<file path="src/rtl/fpga_input_cond_pkg.sv">
// Shared types and defaults for the board input conditioner.
package fpga_input_cond_pkg;

    typedef enum logic {ST_STABLE, ST_SETTLING} db_state_t;

    localparam int unsigned DEF_DB_CYCLES   = 500000;
    localparam int unsigned DEF_SYNC_STAGES = 2;

    // Counter width able to hold the value db_cycles without wrapping.
    function automatic int unsigned db_cnt_width(input int unsigned db_cycles);
        return (db_cycles < 1) ? 1 : $clog2(db_cycles + 1);
    endfunction

endpackage

</file>
<file path="src/rtl/fpga_input_conditioner_debounce_bit.sv">
// One input bit: synchroniser chain, optional polarity inversion, and a debounce FSM.
// The registered level only follows the synchronised input once it has held for
// DB_CYCLES+1 consecutive FSM evaluations; any bounce back restarts the settle.
module debounce_bit
    import fpga_input_cond_pkg::*;
#(
    parameter int unsigned SYNC_STAGES = DEF_SYNC_STAGES,
    parameter int unsigned DB_CYCLES   = DEF_DB_CYCLES,
    parameter bit          IDLE_LVL    = 1'b0,
    parameter bit          INVERT      = 1'b0
) (
    input  logic clk,
    input  logic rst,
    input  logic raw,
    output logic level
);

    localparam int unsigned CW = db_cnt_width(DB_CYCLES);

    logic [SYNC_STAGES-1:0] sync_q;
    logic                   s;
    db_state_t              state_q, state_d;
    logic [CW-1:0]          cnt_q, cnt_d;
    logic                   level_q, level_d;

    // Synchroniser chain; reset preloads the idle pin level so no false edge follows reset.
    always_ff @(posedge clk) begin
        if (rst) begin
            sync_q <= {SYNC_STAGES{IDLE_LVL}};
        end else begin
            sync_q <= {sync_q[SYNC_STAGES-2:0], raw};
        end
    end

    // Normalise polarity after the chain so the synchroniser sees the raw pin.
    assign s = INVERT ? ~sync_q[SYNC_STAGES-1] : sync_q[SYNC_STAGES-1];

    // Debounce FSM state, counter and accepted level.
    always_ff @(posedge clk) begin
        if (rst) begin
            state_q <= ST_STABLE;
            cnt_q   <= '0;
            level_q <= 1'b0;
        end else begin
            state_q <= state_d;
            cnt_q   <= cnt_d;
            level_q <= level_d;
        end
    end

    // Next-state: count while the input disagrees, commit at DB_CYCLES, drop on bounce.
    always_comb begin
        state_d = state_q;
        cnt_d   = cnt_q;
        level_d = level_q;
        unique case (state_q)
            ST_STABLE: begin
                if (s != level_q) begin
                    state_d = ST_SETTLING;
                    cnt_d   = CW'(1);
                end
            end
            ST_SETTLING: begin
                if (s == level_q) begin
                    state_d = ST_STABLE;
                    cnt_d   = '0;
                end else if (cnt_q == CW'(DB_CYCLES)) begin
                    level_d = s;
                    state_d = ST_STABLE;
                    cnt_d   = '0;
                end else begin
                    cnt_d = cnt_q + CW'(1);
                end
            end
            default: begin
                state_d = ST_STABLE;
                cnt_d   = '0;
            end
        endcase
    end

    assign level = level_q;

endmodule

</file>
<file path="src/rtl/fpga_input_conditioner.sv">
// Synchronises and debounces board buttons and switches for the HPS PIO inputs.
// Optional edge pulses (btn_press, sw_change) are built when FPGA_INPUT_COND_EDGE_EN
// is defined; otherwise those ports are tied low and no edge registers exist.
module fpga_input_conditioner
    import fpga_input_cond_pkg::*;
#(
    parameter int unsigned N_BTN          = 4,
    parameter int unsigned N_SW           = 10,
    parameter int unsigned SYNC_STAGES    = DEF_SYNC_STAGES,
    parameter int unsigned DB_CYCLES      = DEF_DB_CYCLES,
    parameter bit          BTN_ACTIVE_LOW = 1'b1
) (
    input  logic             cgm_clk,
    input  logic             rgm_reset,
    input  logic [N_BTN-1:0] btn_raw,
    input  logic [N_SW-1:0]  sw_raw,
    output logic [N_BTN-1:0] btn_out,
    output logic [N_SW-1:0]  sw_out,
    output logic [N_BTN-1:0] btn_press,
    output logic [N_SW-1:0]  sw_change
);

    for (genvar i = 0; i < N_BTN; i++) begin : g_btn
        debounce_bit #(
            .SYNC_STAGES (SYNC_STAGES),
            .DB_CYCLES   (DB_CYCLES),
            .IDLE_LVL    (BTN_ACTIVE_LOW),
            .INVERT      (BTN_ACTIVE_LOW)
        ) u_db (
            .clk   (cgm_clk),
            .rst   (rgm_reset),
            .raw   (btn_raw[i]),
            .level (btn_out[i])
        );
    end

    for (genvar i = 0; i < N_SW; i++) begin : g_sw
        debounce_bit #(
            .SYNC_STAGES (SYNC_STAGES),
            .DB_CYCLES   (DB_CYCLES),
            .IDLE_LVL    (1'b0),
            .INVERT      (1'b0)
        ) u_db (
            .clk   (cgm_clk),
            .rst   (rgm_reset),
            .raw   (sw_raw[i]),
            .level (sw_out[i])
        );
    end

`ifdef FPGA_INPUT_COND_EDGE_EN
    logic [N_BTN-1:0] btn_prev_q, btn_press_q;
    logic [N_SW-1:0]  sw_prev_q, sw_change_q;

    // Registered previous-value compare; pulse lands the cycle after the level moves.
    always_ff @(posedge cgm_clk) begin
        if (rgm_reset) begin
            btn_prev_q  <= '0;
            btn_press_q <= '0;
            sw_prev_q   <= '0;
            sw_change_q <= '0;
        end else begin
            btn_prev_q  <= btn_out;
            btn_press_q <= btn_out & ~btn_prev_q;
            sw_prev_q   <= sw_out;
            sw_change_q <= sw_out ^ sw_prev_q;
        end
    end

    assign btn_press = btn_press_q;
    assign sw_change = sw_change_q;
`else
    assign btn_press = '0;
    assign sw_change = '0;
`endif

endmodule

</file>
<file path="config.mk">
export PLATFORM = sky130hd
export DESIGN_NAME = fpga_input_conditioner
export DESIGN_NICKNAME = d
export VERILOG_FILES = /design/src/rtl/fpga_input_cond_pkg.sv /design/src/rtl/fpga_input_conditioner_debounce_bit.sv /design/src/rtl/fpga_input_conditioner.sv
export SDC_FILE = /design/constraint.sdc
export NUM_CORES = 1
export LEC_CHECK = 0
export CAP_MARGIN = 15
export CORE_MARGIN = 10
export CORE_UTILIZATION = 50
export DETAILED_ROUTE_END_ITERATION = 16
export GPL_ROUTABILITY_DRIVEN = 0
export GPL_TIMING_DRIVEN = 0
export HOLD_SLACK_MARGIN = 0.03
export PLACE_DENSITY = 0.67
export SYNTH_ARGS = -nofsm -noshare
export SYNTH_HDL_FRONTEND = slang
export SYNTH_HIERARCHICAL = 1
export SYNTH_SLANG_ARGS = --single-unit
</file>
<file path="constraint.sdc">
create_clock -name cgm_clk -period 2.65 [get_ports cgm_clk]
set_clock_uncertainty 0.05 [all_clocks]
set_input_delay 0.265 -clock cgm_clk [delete_from_list [all_inputs] [get_ports cgm_clk]]
set_output_delay 0.265 -clock cgm_clk [all_outputs]
set_load 0.1 [all_outputs]
</file>
* Word level (Yosys, flattened, before mapping)
Cells that the tools add are included.
Storage, ports and cells: bits of input ports 16, register bits after elaboration 322, output and inout bits 28
Cells by class: reductions and logical operators 14, mux-type cells 112, bitwise logic cells 32, $add $sub $neg 14, eq/ne operators 56
Operator list (count):
- 19-bit two-way mux | 42
- 19-bit one-hot mux with 2 select lines | 14
- 19-bit by 1-bit adder with 19-bit output, second input constant | 14
- 19-bit equality test, second input constant | 14
- 1-bit two-way mux | 42
- 3-bit AND reduction | 14
- 1-bit NOT | 32
- 2-bit by 1-bit != test with 1-bit output, second input constant | 14
- 1-bit one-hot mux with 2 select lines | 14
- 1-bit equality test | 14
- 1-bit != test | 14

* Longest topological paths before layout
depth in word-level cells 4, mapped depth 9

* Modules after synthesis
Netlist, hierarchy kept.
By module, submodules not included:
- debounce_bit at g_sw[0].u_db ... | area each 1234.9 sq um, times used 9, cells an instance 151, sequential area each 460.4 sq um
- debounce_bit at g_btn[0].u_db ... | area each 1169.9 sq um, times used 4, cells an instance 139, sequential area each 460.4 sq um
- debounce_bit at g_sw[1].u_db | area each 1261.2 sq um, times used 1, cells an instance 156, sequential area each 460.4 sq um
- fpga_input_conditioner | area each 108.9 sq um, times used 1, cells an instance 15, sequential area each 0.0 sq um

* Worst setup path before layout
Ideal clock, no wire load.
kind register to register, start point register g_sw[0].u_db.level_q, end point register g_sw[0].u_db.cnt_q[13], path buffers 2, cell stages (with the launch flop) 8, path slack 0.398 ns, setup time 0.072 ns, data required time 2.528 ns, arrival 2.130 ns, cell sequence dfxtp_1 > xor2_1 > nand3b_1 > a21oi_1 > buf_4 > buf_4 > nand3_1 > mux2i_1
Between the ends: longest elaborated chain between the ends 3, elaborated cells on any way between the ends 5, classes of those cells 3 x eq/ne; 2 x mux
RTL lines:
- start: declaration | line fpga_input_conditioner_debounce_bit.sv:24 | logic level_q, level_d;
- start signal: assignment | line fpga_input_conditioner_debounce_bit.sv:47 | level_q <= level_d;
- 1-bit equality test | line fpga_input_conditioner_debounce_bit.sv:64 | if (s == level_q) begin
- 19-bit two-way mux | line fpga_input_conditioner_debounce_bit.sv:64
- 19-bit one-hot mux with 2 select lines | line fpga_input_conditioner_debounce_bit.sv:56 | unique case (state_q)
- end signal: assignment | line fpga_input_conditioner_debounce_bit.sv:46 | cnt_q <= cnt_d;
- end: declaration | line fpga_input_conditioner_debounce_bit.sv:23 | logic [CW-1:0] cnt_q, cnt_d;
Several ways; a longest one is shown, not always the timed one. A chain may end at the register's enable or synchronous reset.

* Final worst setup path
start point register g_sw[1].u_db.level_q, end point output sw_out[1]
RTL lines:
- start: declaration | line fpga_input_conditioner_debounce_bit.sv:24
- start signal: assignment | line fpga_input_conditioner_debounce_bit.sv:47
- end: declaration | line fpga_input_conditioner.sv:18 | output logic [N_SW-1:0] sw_out,
No word-level cell between the ends.

==> impl_metrics.env <==
export IMPL_fmax_ghz=0.401
export IMPL_finalSetupViolCount=0
export IMPL_drc=0
export IMPL_cts_buffer_depth=3
export IMPL_synth_most_common_cell="dfxtp_1"
export IMPL_finalPower_mw=10.8
export IMPL_grt_overflow_total=0
export IMPL_drv_cap=0
export IMPL_row_count=67
export IMPL_drt_pre_antenna_iters=7
export IMPL_grt_pass1_wl_um=68400
export IMPL_vias_per_cell=5.98
export IMPL_core_area_um2=33700
export IMPL_worst_path_max_fanout=4
export IMPL_place_inst=2576
export IMPL_utilization_pct=57.6
export IMPL_wl_per_cell_um=15.0
export IMPL_cts_clk_slew_worst_paths_ps=60
export IMPL_rsz0062_at_grt="no"
export IMPL_dp_hpwl_um=27600
export IMPL_ys_top_cells_by_area="dfxtp_1 38%, nand3_1 4.8%, nand2_1 4.7%"
export IMPL_timing_final_crit_period_ps=2490
export IMPL_powerDensity_nw_per_um2=557
export IMPL_grt_max_degree=19
export IMPL_totalWireLength_um=39600
export IMPL_final_cell_area_um2=19400
export IMPL_timing_rr_start="g_sw[1].u_db/cnt_q[0]"
export IMPL_leakagePower_nw=6.83
export IMPL_cts_sinks=322
export IMPL_startpoint_type="flop"
export IMPL_diodes=0
export IMPL_path_buf_inv=1
export IMPL_start_util_pct=50.9
export IMPL_ys_types=55
export IMPL_required_ps=2340
export IMPL_cp_slowest_cell="clkdlybuf4s50_1"
export IMPL_syn_avg_cell_area_um2=8.23
export IMPL_final_hold_viol_count=0
export IMPL_min_period_over_period_pct=94.0
export IMPL_crit_family="buffers and inverters"
export IMPL_critical_path_arrival_ps=2180
export IMPL_netlist_area_um2=17200
export IMPL_tritoncts="built"
export IMPL_insertion_delay_ps=530
export IMPL_fp_dieArea_um2=42100
export IMPL_ir_drop_mv=0.438
export IMPL_grt_util_all_layers_pct=18.4
export IMPL_die_x_um=205
export IMPL_cts_resized_gates=0
export IMPL_synth_edf_count=0
export IMPL_status="completed"
export IMPL_synth_ff_type="dfxtp_1"
export IMPL_cts_setup_buffers=0
export IMPL_cts_hold_buf=0
export IMPL_cp_end_kind="output port"
export IMPL_seq_area_frac_synth_pct=37.6
export IMPL_worst_hold_slack_ps=239
export IMPL_nets=2216
export IMPL_pin_count=44
export IMPL_synth_seq_cells=322
export IMPL_finalSetupTns_ps=0
export IMPL_async_flop_share_pct=0
export IMPL_numPortBuffers=29
export IMPL_die_h_um=205
export IMPL_relSlewSlack_pct=32.7
export IMPL_grt_pass1_vias=14528
export IMPL_antenna_found_initial=0
export IMPL_path_cells="clkdlybuf4s50_1"
export IMPL_netlist_top_cells_count="322 x dfxtp_1, 214 x nand2_1, 165 x nand3_1, 138 x a21oi_1, 117 x nor2_1"
export IMPL_htreeDepth=2
export IMPL_drt_iter0_markers=1032
export IMPL_post_place_ws_ps=27.6
export IMPL_slowest_delay_ps=1200
export IMPL_vias=15840
export IMPL_min_path_type="input port to flop"
export IMPL_worst_slack_ps=159
export IMPL_drive_above_1_share_pct=8.28
export IMPL_cts_buffers=38
export IMPL_final_instance_count_excl_fill=2647
export IMPL_cts_root_buf="clkbuf_16"
export IMPL_hold_start="sw_raw[9]"
export IMPL_synth_top_cell_area_share_pct=37.6
export IMPL_areaGrowthSynthToFinish_pct=13.1
export IMPL_critical_path_class="flop to output port"
export IMPL_yosys_warnings=6
export IMPL_synth_top_cell_by_area="dfxtp_1"
export IMPL_drv_slew=0
export IMPL_ant_nets=0
export IMPL_dpl_cell_area_um2=18100
export IMPL_cp_startpoint="g_sw[1].u_db/level"
export IMPL_synthCells=2086
export IMPL_tightest_slew_ps=1010
[kinds of logic after synthesis]
| group | after synthesis | synth area share (%) |
|---|---|---|
| DFF | 322 | 37.6 |
| xor gates and xnor gates | 54 | 2.76 |
| adders and majority gates | 28 | 2.04 |
| other | 1 | 0.0218 |
| muxes | 48 | 2.83 |
| AOI/OAI and AO/OA | 420 | 15.9 |
| buffers and inverters | 179 | 4.87 |
| and+or+nand+nor | 1034 | 34.0 |
[power breakdown]
part | internal, mW | switching (mW)
Clock | 3.45 | 2.01
Sequential | 4.88 | 0.0378
Combinational | 0.143 | 0.292
Total | 8.48 | 2.34
[worst paths after layout]
path                            slack [ps]  cells after the start                       to
worst max register to register         520                      8    g_sw[1].u_db/cnt_q[7]
worst min-delay path                   240                      2   g_sw[9].u_db/sync_q[0]
worst max-delay path                   160                      1                sw_out[1]
worst min register to register         360                      1  g_btn[0].u_db/sync_q[1]
[final cells by class]
cell class / count / area [µm²]
Clock inverter: 12 / 191
Timing Repair Buffer: 33 / 308
Sequential cell: 322 / 6450
Buffer: 105 / 558
Tap cell: 448 / 561
Fill cell: 3043 / 14300
Inverter: 74 / 278
Multi-Input combinational cell: 1598 / 9930
Clock buffer: 55 / 1140
[flip-flops by register name, summed over array words and instances, names as in the netlist]
register            flops
g_sw.u_db/cnt_q       190
g_btn.u_db/cnt_q       76
g_sw.u_db/sync_q       20
g_sw.u_db/level        10
g_sw.u_db/state_q      10
g_btn.u_db/sync_q       8
g_btn.u_db/level        4
g_btn.u_db/state_q      4
[layer usage]
metal	track usage [%]	part of all wire, %	vias up	routed length [µm]
met5	0	0	-	0
met4	5.83	1.9	0	748
met3	2.89	5.3	62	2090
met2	29.7	45	385	17800
met1	24.8	48	7423	18900
li1	-	-	7970	-
[layout by cell type (no fill, tap or decap), types with 18 or more instances in the layout]
cell type,synthesis,final
dfxtp_1,322,322
nand2_1,214,214
nand3_1,165,165
a21oi_1,138,138
nor2_1,117,117
inv_1,74,74
nand4_1,70,70
nor3_1,64,64
and3_1,63,63
o21ai_0,62,62
a31oi_1,58,58
nor4_1,52,52
or3_1,49,49
mux2i_1,44,44
or4_1,42,42
clkbuf_1,34,40
clkbuf_16,0,39
buf_2,34,37
nor4bb_1,34,34
buf_4,32,32
xnor2_1,32,32
nor4b_1,30,30
o211ai_1,29,29
ha_1,28,28
clkdlybuf4s50_1,0,28
a22o_1,26,26
a211oi_1,24,24
nor2b_1,24,24
xor2_1,22,22
a211o_1,19,19
o31a_1,19,19
nand3b_1,18,18
No activity file was read; power rests on OpenSTA's default activity.
==> RTL change 1, RTL diff (config.mk and constraints unchanged) <==
Set the parameter `N_SW` to 9 (it was 10).
--- a/src/rtl/fpga_input_conditioner.sv
+++ b/src/rtl/fpga_input_conditioner.sv
@@ -7,3 +7,3 @@
     parameter int unsigned N_BTN          = 4,
-    parameter int unsigned N_SW           = 10,
+    parameter int unsigned N_SW           = 9,
     parameter int unsigned SYNC_STAGES    = DEF_SYNC_STAGES,
Interface: changed (resized sw_change, sw_out and sw_raw); port bits go from 44 to 41. No check against the original RTL was run, so the function may have changed too.
==> RTL change 1 against the original RTL <==
Routed wire length is 5.9% lower. Sequential share of layout area is 0.11 points higher. Area after synthesis is 7.4% lower. Via count decreased by 7.1%. Combinational power down 6.0%. Worst hold slack worse by 0.0021 ns. Power shrank 7.0%. Cell area down 7.5%. Clock power down 6.9%. Sequential cell count fell by 23. Worst setup slack improved by 0.019 ns. Critical path depth stayed put. Highest routed layer unchanged.
==> RTL change 1: results (changes against the original RTL) <==
The number of input and output port buffers inserted is 27 (-6.9%). The leakage power summed over all cells is 6.330 nW (-7.3%). The maximum cell stage delay along the critical path is 1.18 ns (-0.02 ns).

The number of DRC markers after the initial detailed-route iteration is 1002 (-2.9%). The switching part of the total power is 0.2258 (+0.009388). The total placed instance area was 16710 um^2 (-7.5%).

The number of cell instances on the worst register-to-register path was 6 (-2). The critical path capture point is btn_out[1]. The met1 track demand over resource is 0.2493 (+0.001293). The number of global-route vias before repair came out at 13520 (-6.9%). The met3 track demand over resource is 0.03225 (+0.003317). The overall global routing resource usage was 0.1873 (+0.002987). The post-synthesis share of cell area spent on xor and xnor gates is 0.02810 (+0.0005463). The fraction of the yosys area taken by sequential cells was 0.3766 (+0.001009). The path with the worst hold slack has its endpoint at g_sw[0].u_db/sync_q[0]$_SDFF_PP0_. The number of nets in the layout is 2052 (-7.4%). In this run the worst setup path begins at g_btn[1].u_db/level$_SDFFE_PP0P_.

The mux share of post-synthesis cell area came out at 0.02802 (-0.0002613). The placement-stage worst setup slack came out at 0.1375 ns (+0.1099 ns). The worst-case hold slack is 0.2365 ns (-0.002138 ns). The aggregate routed wire length is 37.27 mm (-5.9%).

The number of unique standard cell types used by synthesis is 51 (-7.3%). The total half-perimeter wirelength after legalization and detailed placement came to 25.69 mm (-7.0%). The largest net degree at the start of global routing came out at 18 (-1). The total clock buffers created by CTS is 37 (-2.6%).

The total via count after detailed routing came to 14710 (-7.1%). The number of optimization iterations in the first detailed-route pass is 5 (-2). The global-route wire length before repair is 64.15 mm (-6.2%). The fraction of met2 tracks used by global routing is 0.3029 (+0.005610). The flow ran to the end, and the final reports show no timing, DRC or antenna violations.
[RTL change 1: layout make-up]
type | count | area, um^2 | area share
Timing Repair Buffer | 31 | 287.8 | 0.01602
Multi-Input combinational cell | 1476 | 9178 | 0.5110
Clock inverter | 21 | 254.0 | 0.01414
Clock buffer | 45 | 975.9 | 0.05434
Inverter | 70 | 262.8 | 0.01463
Tap cell | 402 | 503.0 | 0.02800
Buffer | 96 | 514.2 | 0.02863
Sequential cell | 299 | 5986 | 0.3333
[RTL change 1: power by group through the flow]
stage | sequential, W | clock, W | combinational (W)
2_1_floorplan | 0.00465 | 0 | 0.000303
3_3_place_gp | 0.00466 | 0 | 0.000399
3_5_place_dp | 0.00466 | 0 | 0.000402
4_1_cts | 0.00456 | 0.00524 | 0.000404
5_1_grt | 0.00457 | 0.00544 | 0.000447
6_report | 0.00457 | 0.00509 | 0.000409
[RTL change 1: layer usage]
layer	vias to the layer above	routed length (um)
li1	7369	-
met3	61	1959
met5	-	0
met1	6905	17740
met4	0	699
met2	377	16870
==> RTL change 2, RTL diff (same settings) <==
Without the edit above. Add an input register stage for `btn_raw` and `sw_raw`; this delays them by one clock.
--- a/src/rtl/fpga_input_conditioner.sv
+++ b/src/rtl/fpga_input_conditioner.sv
@@ -22,2 +22,10 @@
 
+    logic [N_BTN-1:0] btn_raw_q;
+    logic [N_SW-1:0] sw_raw_q;
+
+    always_ff @(posedge cgm_clk) begin
+        btn_raw_q <= btn_raw;
+        sw_raw_q  <= sw_raw;
+    end
+
     for (genvar i = 0; i < N_BTN; i++) begin : g_btn
@@ -31,3 +39,3 @@
             .rst   (rgm_reset),
-            .raw   (btn_raw[i]),
+            .raw   (btn_raw_q[i]),
             .level (btn_out[i])
@@ -45,3 +53,3 @@
             .rst   (rgm_reset),
-            .raw   (sw_raw[i]),
+            .raw   (sw_raw_q[i]),
             .level (sw_out[i])
Function: same outputs for any inputs over 4 cycles, from zero or initial values and one cycle with rgm_reset high; that may be too few to reach the edited logic, so the function may still have changed.
==> RTL change 2 against the original RTL <==
First-iteration DRC count is 10% higher. Core utilization fell by 0.076 points. Sequential share of layout area is 0.73 points higher. Non-clock buffer count is the same. Power increased by 6.5%. Die area rose by 1.5%. Cell area is 2.1% higher. Sequential cell count increased by 14. Worst setup slack improved by 0.051 ns. Routed wire length increased by 0.12%. Area after synthesis is 1.6% higher. Critical endpoint is now btn_out[3]. Largest cell class unchanged.
==> RTL change 2: results (changes against the original RTL) <==
The setup fix buffers added after clock tree synthesis came out at 0 (unchanged). The synthesized netlist cell count is 2100 (+0.67%). The number of DRC markers after the initial detailed-route iteration came out at 1137 (+10%). The flow ran to the end, and the final reports show no timing, DRC or antenna violations. The fraction of the yosys area taken by sequential cells came out at 0.3856 (+0.01003). The critical path capture point is btn_out[3]. The startpoint of the most critical register-to-register path is g_sw[1].u_db/cnt_q[0]$_SDFFE_PP0P_. The number of antenna violations at the first check in global routing was 0 (unchanged). The total via count after detailed routing came to 15940 (+0.60%). The aggregate routed wire length came to 39.64 mm (+0.12%). The fill cell total of the finished layout came out at 3131 (+2.9%).

The global-route wire length before repair is 68.23 mm (-0.19%). The number of H-tree levels is 2 (unchanged). The number of optimization iterations in the first detailed-route pass is 5 (-2). The total placed instance area is 18350 um^2 (+1.6%).

The maximum cell stage delay along the critical path is 1.22 ns (+0.02 ns). The data arrival time of the critical path came out at 2.13 ns (-0.05 ns). The number of global-route vias before repair came to 14520 (-0.083%). The maximum vdd ir drop was 0.4889 mV (+12%). The number of nets in the layout is 2232 (+0.72%). After synthesis, the cell types taking the most area are sky130_fd_sc_hd__dfxtp_1 39%, sky130_fd_sc_hd__nand3_1 4.7%, sky130_fd_sc_hd__nand2_1 4.6%. The number of input and output port buffers inserted is 29 (unchanged). The count of synthesis-stage warnings from yosys is 6 (unchanged). The worst register-to-register path ends at g_sw[1].u_db/cnt_q[7]$_SDFFE_PP0P_. The maximum clock insertion buffer count came out at 3 (unchanged). After synthesis, the most frequently instantiated cells are 336 x sky130_fd_sc_hd__dfxtp_1, 214 x sky130_fd_sc_hd__nand2_1, 165 x sky130_fd_sc_hd__nand3_1.

The routed wire length per instance is 14.83 um (-0.82%). The cell type group with the largest total delay on the critical path is buffers and inverters. For hold timing, the worst endpoint is sw_raw_q[4]$_DFF_P_. The total clock buffers created by CTS is 40 (+5.3%).

The cell count after placement is 2597 (+0.82%). The total half-perimeter wirelength after legalization and detailed placement came out at 27.46 mm (-0.63%). The leakage power summed over all cells came out at 6.996 nW (+2.4%). The number of instances on the worst hold path is 1 (-1). The worst register-to-register path has a setup slack of 0.53 ns. The transition time of the tightest slew-check pin is 1.055 ns (+0.04845 ns).

The critical path startpoint is g_btn[3].u_db/level$_SDFFE_PP0P_. The share of synthesized registers carrying an async set or reset is 0 (unchanged). The overall global routing resource usage is 0.1812 (-0.003180). The worst-case hold slack was 0.1394 ns (-0.09931 ns). The number of unique standard cell types used by synthesis came out at 55 (unchanged). The ratio of cells with drive above 1 in the final layout is 0.08254 (-0.0002209). In this run the most critical hold path is launched from sw_raw[4].
## RTL change 2: changes by cell type after synthesis, sizes merged
cell   delta
dfxtp    +14
## RTL change 2: where the power goes
part           switching (W)  leakage (nW)  internal, W  total, W
Sequential         0.0000399          2.72      0.00510   0.00514
Clock                0.00208         0.702      0.00386   0.00594
Combinational       0.000291          3.57     0.000144  0.000435
Total                0.00241          7.00      0.00910    0.0115
## RTL change 2: kinds of logic (layout without fill, tap and decap cells)
logic type / Yosys count / after routing / share of synthesized area
flip-flops: 336 / 336 / 0.3856
adder cells (fa/ha/maj): 28 / 28 / 0.02008
AND/OR/NAND/NOR: 1034 / 1034 / 0.3350
AO/OA/AOI/OAI: 420 / 420 / 0.1563
other: 1 / 14 / 0.0002150
multiplexers: 48 / 48 / 0.02783
buffers and inverters: 179 / 283 / 0.04791
XOR/XNOR: 54 / 54 / 0.02711
## RTL change 2: final cells by class
| class | instances | share of cell area |
|---|---|---|
| inverters | 74 | 0.01402 |
| well taps | 455 | 0.02872 |
| multi-input cells | 1598 | 0.5011 |
| plain buffers | 105 | 0.02816 |
| repair buffers | 33 | 0.01553 |
| clock inverters | 12 | 0.01338 |
| flip-flops and latches | 336 | 0.3394 |
| clock buffers | 59 | 0.05972 |
## RTL change 2: per-layer routing
layer | part of all wire | global-route usage | routed length, um
met3 | 0.052 | 0.02778 | 2051
met1 | 0.47 | 0.2449 | 18760
met2 | 0.45 | 0.2908 | 18030
met5 | 0 | 0 | 0
met4 | 0.020 | 0.05977 | 799
## RTL change 2: metrics by stage
step,util,setup slack [ns]
final,0.5752,0.2099
after detailed placement,0.5325,0.05990
after global placement,0.5326,-0.9081
after global routing,0.5752,0.1198
after floorplan,-,0.3984
after CTS,0.5745,0.1626
